===== config.mk =====
export PLATFORM = sky130hd
export DESIGN_NAME = ahb_wdata_mux
export DESIGN_NICKNAME = d
export VERILOG_FILES = /design/src/rtl/ahb_mux_pkg.sv /design/src/rtl/ahb_onehot_enc.sv /design/src/rtl/ahb_wdata_mux.sv
export SDC_FILE = /design/constraint.sdc
export NUM_CORES = 1
export LEC_CHECK = 0
export BUFFER_PORTS_ARGS = -buffer_cell sky130_fd_sc_hd__clkbuf_2
export CAP_MARGIN = 20
export CORE_AREA = 2 2 117 62
export DETAILED_ROUTE_END_ITERATION = 12
export DIE_AREA = 0 0 119 64
export HOLD_SLACK_MARGIN = 0.08
export PLACE_DENSITY = 0.71
export SETUP_SLACK_MARGIN = 0.4
export SYNTH_ARGS = -nofsm -noshare
export SYNTH_HDL_FRONTEND = slang
export SYNTH_SLANG_ARGS = --single-unit
export TNS_END_PERCENT = 10

===== constraint.sdc =====
create_clock -name CLK -period 2.5 [get_ports CLK]
set_clock_uncertainty 0.05 [all_clocks]
set_input_delay 0.375 -clock CLK [delete_from_list [all_inputs] [get_ports CLK]]
set_output_delay 0.375 -clock CLK [all_outputs]
set_load 0.01 [all_outputs]

===== src/rtl/ahb_mux_pkg.sv =====
// Shared AHB write-data mux types: HTRANS codes, FSM states, width helper.
// Imported by ahb_onehot_enc and ahb_wdata_mux.
package ahb_mux_pkg;

  localparam logic [1:0] HTRANS_IDLE   = 2'b00;
  localparam logic [1:0] HTRANS_BUSY   = 2'b01;
  localparam logic [1:0] HTRANS_NONSEQ = 2'b10;
  localparam logic [1:0] HTRANS_SEQ    = 2'b11;

  typedef enum logic [1:0] {
    ST_IDLE = 2'b00,
    ST_DATA = 2'b01,
    ST_WAIT = 2'b10
  } state_t;

  localparam logic [15:0] BEAT_MAX = 16'hFFFF;

  // index width, never below one bit
  function automatic int clog2w(input int n);
    return (n <= 2) ? 1 : $clog2(n);
  endfunction

endpackage


===== src/rtl/ahb_onehot_enc.sv =====
// One-hot grant to index encoder with legality flag.
// valid is high only when exactly one bit is set.
module ahb_onehot_enc
  import ahb_mux_pkg::*;
#(
  parameter int N  = 4,
  parameter int IW = clog2w(N)
) (
  input  logic [N-1:0]  onehot,
  output logic [IW-1:0] idx,
  output logic          valid
);

  localparam logic [N-1:0] ONE = N'(1);

  logic [N-1:0] low_clr;

  // clearing the lowest set bit leaves zero iff at most one bit was set
  assign low_clr = onehot & (onehot - ONE);
  assign valid   = (onehot != '0) && (low_clr == '0);

  // OR of the indices of all set bits; exact when one-hot
  always_comb begin
    idx = '0;
    for (int i = 0; i < N; i++) begin
      if (onehot[i]) idx = idx | IW'(i);
    end
  end

endmodule


===== src/rtl/ahb_wdata_mux.sv =====
// AHB write-data mux: tracks data-phase owner and steers HWDATA.
// Optional per-byte even parity output with AHB_WDATA_MUX_PARITY_EN.
module ahb_wdata_mux
  import ahb_mux_pkg::*;
#(
  parameter int NUM_MASTERS = 4,
  parameter int DATA_WIDTH  = 32,
  parameter int IW          = clog2w(NUM_MASTERS)
) (
  input  logic                              CLK,
  input  logic                              RST_N,
  input  logic [NUM_MASTERS-1:0]            HGRANT,
  input  logic [1:0]                        HTRANS,
  input  logic                              HREADY,
  input  logic [NUM_MASTERS*DATA_WIDTH-1:0] HWDATA_M,
  input  logic                              CNT_CLR,
  output logic [DATA_WIDTH-1:0]             HWDATA,
  output logic [IW-1:0]                     HMASTER_D,
  output logic                              DATA_ACT,
  output logic                              GRANT_ERR,
`ifdef AHB_WDATA_MUX_PARITY_EN
  output logic [DATA_WIDTH/8-1:0]           HWDATA_PAR,
`endif
  output logic [15:0]                       BEAT_CNT
);

  state_t          state_q;
  state_t          state_d;
  logic [IW-1:0]   owner_q;
  logic            err_q;
  logic [15:0]     cnt_q;
  logic [IW-1:0]   g_idx;
  logic            g_valid;
  logic            accept;
  logic            beat;
  logic [DATA_WIDTH-1:0] slice [NUM_MASTERS];

  ahb_onehot_enc #(
    .N  (NUM_MASTERS),
    .IW (IW)
  ) u_enc (
    .onehot (HGRANT),
    .idx    (g_idx),
    .valid  (g_valid)
  );

  for (genvar i = 0; i < NUM_MASTERS; i++) begin : g_slice
    assign slice[i] = HWDATA_M[i*DATA_WIDTH +: DATA_WIDTH];
  end

  assign accept = HREADY &&
                  ((HTRANS == HTRANS_NONSEQ) ||
                   (HTRANS == HTRANS_SEQ));

  assign DATA_ACT = (state_q != ST_IDLE);
  assign beat     = HREADY && DATA_ACT;

  // next data-phase state from ready and accepted transfer
  always_comb begin
    state_d = state_q;
    unique case (1'b1)
      HREADY: begin
        state_d = (accept && g_valid) ? ST_DATA : ST_IDLE;
      end
      (!HREADY && state_q == ST_DATA): begin
        state_d = ST_WAIT;
      end
      default: begin
        state_d = state_q;
      end
    endcase
  end

  // state register and data-phase owner capture
  always_ff @(posedge CLK or negedge RST_N) begin
    if (!RST_N) begin
      state_q <= ST_IDLE;
      owner_q <= '0;
      err_q   <= 1'b0;
    end else begin
      state_q <= state_d;
      err_q   <= accept && !g_valid;
      if (accept && g_valid) owner_q <= g_idx;
    end
  end

  // saturating beat counter, clear wins over increment
  always_ff @(posedge CLK or negedge RST_N) begin
    if (!RST_N) begin
      cnt_q <= '0;
    end else if (CNT_CLR) begin
      cnt_q <= '0;
    end else if (beat && cnt_q != BEAT_MAX) begin
      cnt_q <= cnt_q + 16'd1;
    end
  end

  assign HMASTER_D = owner_q;
  assign GRANT_ERR = err_q;
  assign BEAT_CNT  = cnt_q;
  assign HWDATA    = DATA_ACT ? slice[owner_q] : '0;

`ifdef AHB_WDATA_MUX_PARITY_EN
  for (genvar b = 0; b < DATA_WIDTH/8; b++) begin : g_par
    assign HWDATA_PAR[b] = ^HWDATA[b*8 +: 8];
  end
`endif

endmodule


; ---- Word level (Yosys, flattened, before mapping)
; Index checks and enable logic that the tools add are counted.
[word_totals]
in_bits = 138
word_cells = 39
output_inout_bits = 52
ff_bits = 21
[classes]
n_mux = 11
magnitude_cmp = 1
n_bitwise = 2
add_sub_neg = 2
eq_ne = 4
reduce_logical = 15
[op_table]
columns = operator, count
row1 = two-way mux 32 bit, 3
row2 = binary-select mux 32 bit (select 2 bit), 1
row3 = two-way mux 16 bit, 2
row4 = adder 16 x 1 -> 16 bit (second input constant), 1
row5 = inequality test 16 bit (second input constant), 1
row6 = logical AND 1 bit, 7
row7 = nonzero test 2 bit, 3
row8 = bitwise AND 4 bit, 1
row9 = equality test 2 bit (second input constant), 2
row10 = logical NOT 4 bit, 1
row11 = two-way mux 2 bit, 2
row12 = one-hot mux 2 bit (2 select lines), 1
row13 = nonzero test 4 bit, 1
row14 = subtractor 4 x 1 -> 4 bit (second input constant), 1
row15 = >= comparator 3 bit (second input constant), 1
row16 = NOT 2 -> 3 bit, 1
row17 = equality test 2 x 1 -> 1 bit (second input constant), 1
row18 = logical NOT 1 bit, 2
row19 = two-way mux 1 bit, 2
row20 = logical OR 1 bit, 1

; ---- Logic depth before layout (Yosys ltp)
[depth]
depth_word = 7
mapped_depth = 6
depth_no_buf = 5

; ---- By module
; From an unflattened synthesis, not the netlist that was laid out.
[hier_totals]
hier_cells = 193
hier_area_um2 = 2147.1
[by_module_without_submodules]
columns = module, area_each_um2, cells_per_inst, instances
row1 = ahb_wdata_mux, 2097.0, 187, 1
row2 = ahb_onehot_enc, 50.0, 6, 1

; ---- Worst setup path after synthesis
; OpenSTA, ideal clock, no wires.
[synth_timing]
path_kind = register to output
startpoint = register owner_q[0] (netlist: HMASTER_D[0])
endpoint = output port HWDATA[10]
t_arrival_ns = 1.594
stages_incl_launch_ff = 5
path_buffers = 2
path_slack_ns = 0.481
required_time_ns = 2.075
cell_sequence = dfrtp_1 -> buf_2 -> buf_2 -> mux4_2 -> nor2b_1
[synth_between]
elab_chain_len = 5
[synth_lines]
columns = item, line_no
row1 = from (decl), ahb_wdata_mux.sv:29  ; logic [IW-1:0] owner_q;
row2 = from (signal assigned), ahb_wdata_mux.sv:83  ; if (accept && g_valid) owner_q <= g_idx;
row3 = NOT 2 -> 3 bit (not written as such), ahb_wdata_mux.sv:101  ; assign HWDATA = DATA_ACT ? slice[owner_q] : '0;
row4 = binary-select mux 32 bit (select 2 bit), ahb_wdata_mux.sv:101
row5 = two-way mux 32 bit (not written as such) (2 in a row), ahb_wdata_mux.sv:101
row6 = two-way mux 32 bit, ahb_wdata_mux.sv:101
row7 = to (decl), ahb_wdata_mux.sv:17  ; output logic [DATA_WIDTH-1:0] HWDATA,
; Every way passes these cells. The select of a mux whose other input is x is not followed.

; ---- Final worst setup path
[layout_timing]
startpoint = register owner_q[0] (netlist: HMASTER_D[0])
endpoint = output port HWDATA[1]
; The elaborated chain is that of the path after synthesis.

==> impl_results.md <==
* FF-to-FF path depth at 5
* RSZ-0062 raised after global routing: true
* Hold path depth at 2
* GRT Util Overall at 20.7%
* Initial DRC count at 147
* Largest area contributor in the netlist: mux4_2
* Die Ht at 64 um
* Dominant synthesized flop cell: dfrtp_1
* Setup TNS at 0 ps
* Antenna cells at 0
* Endpoint, Worst Hold: HMASTER_D[0]
* Worst-path clk slew at 60 ps
* #FFs+latches synth at 21
* Non-filler cells, final at 495
* Top cells by area, synth: mux4_2 (32%), dfrtp_1 (23%), nor2b_1 (10%)
* Initial core utilization at 34.4%
* Synth top area share at 32.0%
* Chip Width at 119 um
* Cells along the critical path: buf_12 -> buf_12 -> mux4_2 -> nor2b_1 -> clkbuf_2
* Layout cells sized above 1 at 63.0%
* Reg-to-reg startpoint: BEAT_CNT[1]
* Post-Syn Area at 2250 um2
* Worst Path Arrival at 1690 ps
* Antenna violations before repair at 0
* H-tree Lvls at 1
* CP peak stage delay at 490 ps
* Core Area at 6540 um2
* Register area share after synthesis at 23.4%
* CP most frequent cell: buf_12
* Leak at 1.66 nW
* Fmax at 474 MHz
* Worst-Skew Late Latency at 250 ps
* Power density cells at 297 nW/um2
* NumNets Final at 543
* Placement Setup Slack at 347 ps
* Die area at 7620 um2
* Number of global-route vias before repair at 2456
* Post-DP HPWL at 6760 um
* Relative slew slack at 64.7%
* Port Buffers at 188
* Status: finished, final reports clean
* Syn Inst Count at 215
* Cell total after placement at 486
* Remaining antenna violation count at 0
* Post-Route WL at 8140 um
* Period Utilization, post-route at 84.4%
* Largest net degree at the start of global routing at 37
* Hold path startpoint: HGRANT[0]
* TritonCTS Buffers at 3
* Grt total ovfl at 0
* Post-synth top cells: nor2b_1 (37), mux4_2 (32), dfrtp_1 (21), nand2_1 (13), o21ai_0 (11)
* Worst setup margin at 389 ps
* Top-count cell post-synth: nor2b_1
* Layout area overhead at 59.0%
* Crit-path slowest cell: mux4_2
* Reg2Reg Capture Point: BEAT_CNT[12]
* CTS tree: built
* Placed Instance Area at 3310 um2
* Slew @ Worst Pin at 529 ps
* # IOs at 190
* Vias at 2551
* Yosys warns at 0
* Maximum fanout along the worst path at 7
* Gp weighted congestion at 0.818
* Worst reg-to-reg setup slack at 460 ps
* Net Count, Synth at 354
* Fillers at 600
* Hold WC Path Type: input port to register
* Synth cell types at 45
* Tmin final at 2110 ps
* Fin. Hold Viols at 0
* Syn Area/Cell at 10.5 um2
* Crit path launch type: register
* CP required at 2080 ps
* Max IR drop VDD at 0.444 mV
* Final Setup Violations at 0
* WHS at 324 ps
* Drt pass-1 iters at 4
* # DRC at 0
* Post-synth EDFFs at 0
* FFs w/ async S/R, synth at 100%
* DR vias/cell at 5.15
* CTS root buf: clkbuf_16
* Critical Path Sink Type: output port
* Final non-filler cell area at 3580 um2
* # Max-Cap Violations at 0
* Final Slew Violations at 0
* Clock buffer depth at 2
* Row count at 21
* First-pass GRT wire length at 12600 um
* Routed WL per cell at 16.4 um
* Sink Count at 21
* Critical path class: register to output port
-- cell usage in the layout, fill, tap and decap left out, drive strengths merged, types with 2 or more instances in the layout --
cell / n
clkbuf: 189
nor2b: 37
mux4: 32
dfrtp: 21
nand2: 13
buf: 13
o21ai: 12
a21oi: 10
nor2: 10
or3: 7
nand4: 7
nand3: 6
nor4: 5
nor3: 4
o41ai: 3
a31oi: 3
inv: 3
or4: 3
mux2: 3
a211oi: 2
nor4b: 2
and4: 2
nor3b: 2
-- flip-flops by register name, summed over array words and instances, names as in the netlist --
name       cells
HMASTER_D      2
BEAT_CNT      16
state_q        2
GRANT_ERR      1
-- report_power, final --
part	switching, W	internal [W]
Sequential	0.00000485	0.000345
Clock	0.000127	0.000215
Combinational	0.000150	0.000219
-- how the worst max path moves through the flow --
stage | start | endpoint | slack (ps)
detailed placement | BEAT_CNT[0] | BEAT_CNT[12] | 350
finish | HMASTER_D[0] | HWDATA[1] | 390
CTS | HMASTER_D[0] | HWDATA[1] | 350
floorplan | HMASTER_D[0] | HWDATA[10] | 480
global placement | BEAT_CNT[1] | BEAT_CNT[12] | 410
global route | HMASTER_D[0] | HWDATA[18] | 330
-- layout make-up --
type                       instances  area (um2)  share of cell area [%]
timing repair buffer             200        1160                    32.4
inverter                           3        11.3                   0.315
multi-input combinational        175        1680                    47.0
sequential                        21         528                    14.8
clock buffer                       3        75.1                    2.10
clock inverter                     1        5.00                   0.140
tap                               92         115                    3.22
-- through the flow --
step                total power (W)  utilization [%]
floorplan                  0.000520                -
global placement           0.000689             50.6
CTS                         0.00105             52.3
finish                      0.00106             54.7
detailed placement         0.000697             50.6
global route                0.00112             54.7
-- repair_timing --
item / in CTS / in global routing
setup buffers: 1 / 1
cloned: 0 / 2
hold endpoints to repair: 21 / 0
setup endpoints to repair: 29 / 36
hold buffers: 1 / 0
resized for setup: 2 / 25
-- worst max-delay path: cells and delay by family, from the launching register on --
family,cells,cell delay (ps)
buffers and inverters,3,430
and+or+nand+nor,1,140
muxes,1,490
DFF,1,370
-- routing by layer --
metal / up-vias / share of wire, % / track usage, %
met5: - / 0 / 0
met2: 69 / 51 / 35.6
met1: 1248 / 44 / 28.7
met3: 2 / 3.8 / 2.23
li1: 1232 / - / -
met4: 0 / 0.42 / 3.42
-- cell families after synthesis --
logic type	count (synthesis)	synth area share, %
and+or+nand+nor	101	27.9
AOI/OAI and AO/OA	36	9.96
muxes	36	34.0
DFF	21	23.4
buffers and inverters	19	3.84
xor gates and xnor gates	1	0.389
adders and majority gates	1	0.556
(Power assumes the default switching activity.)
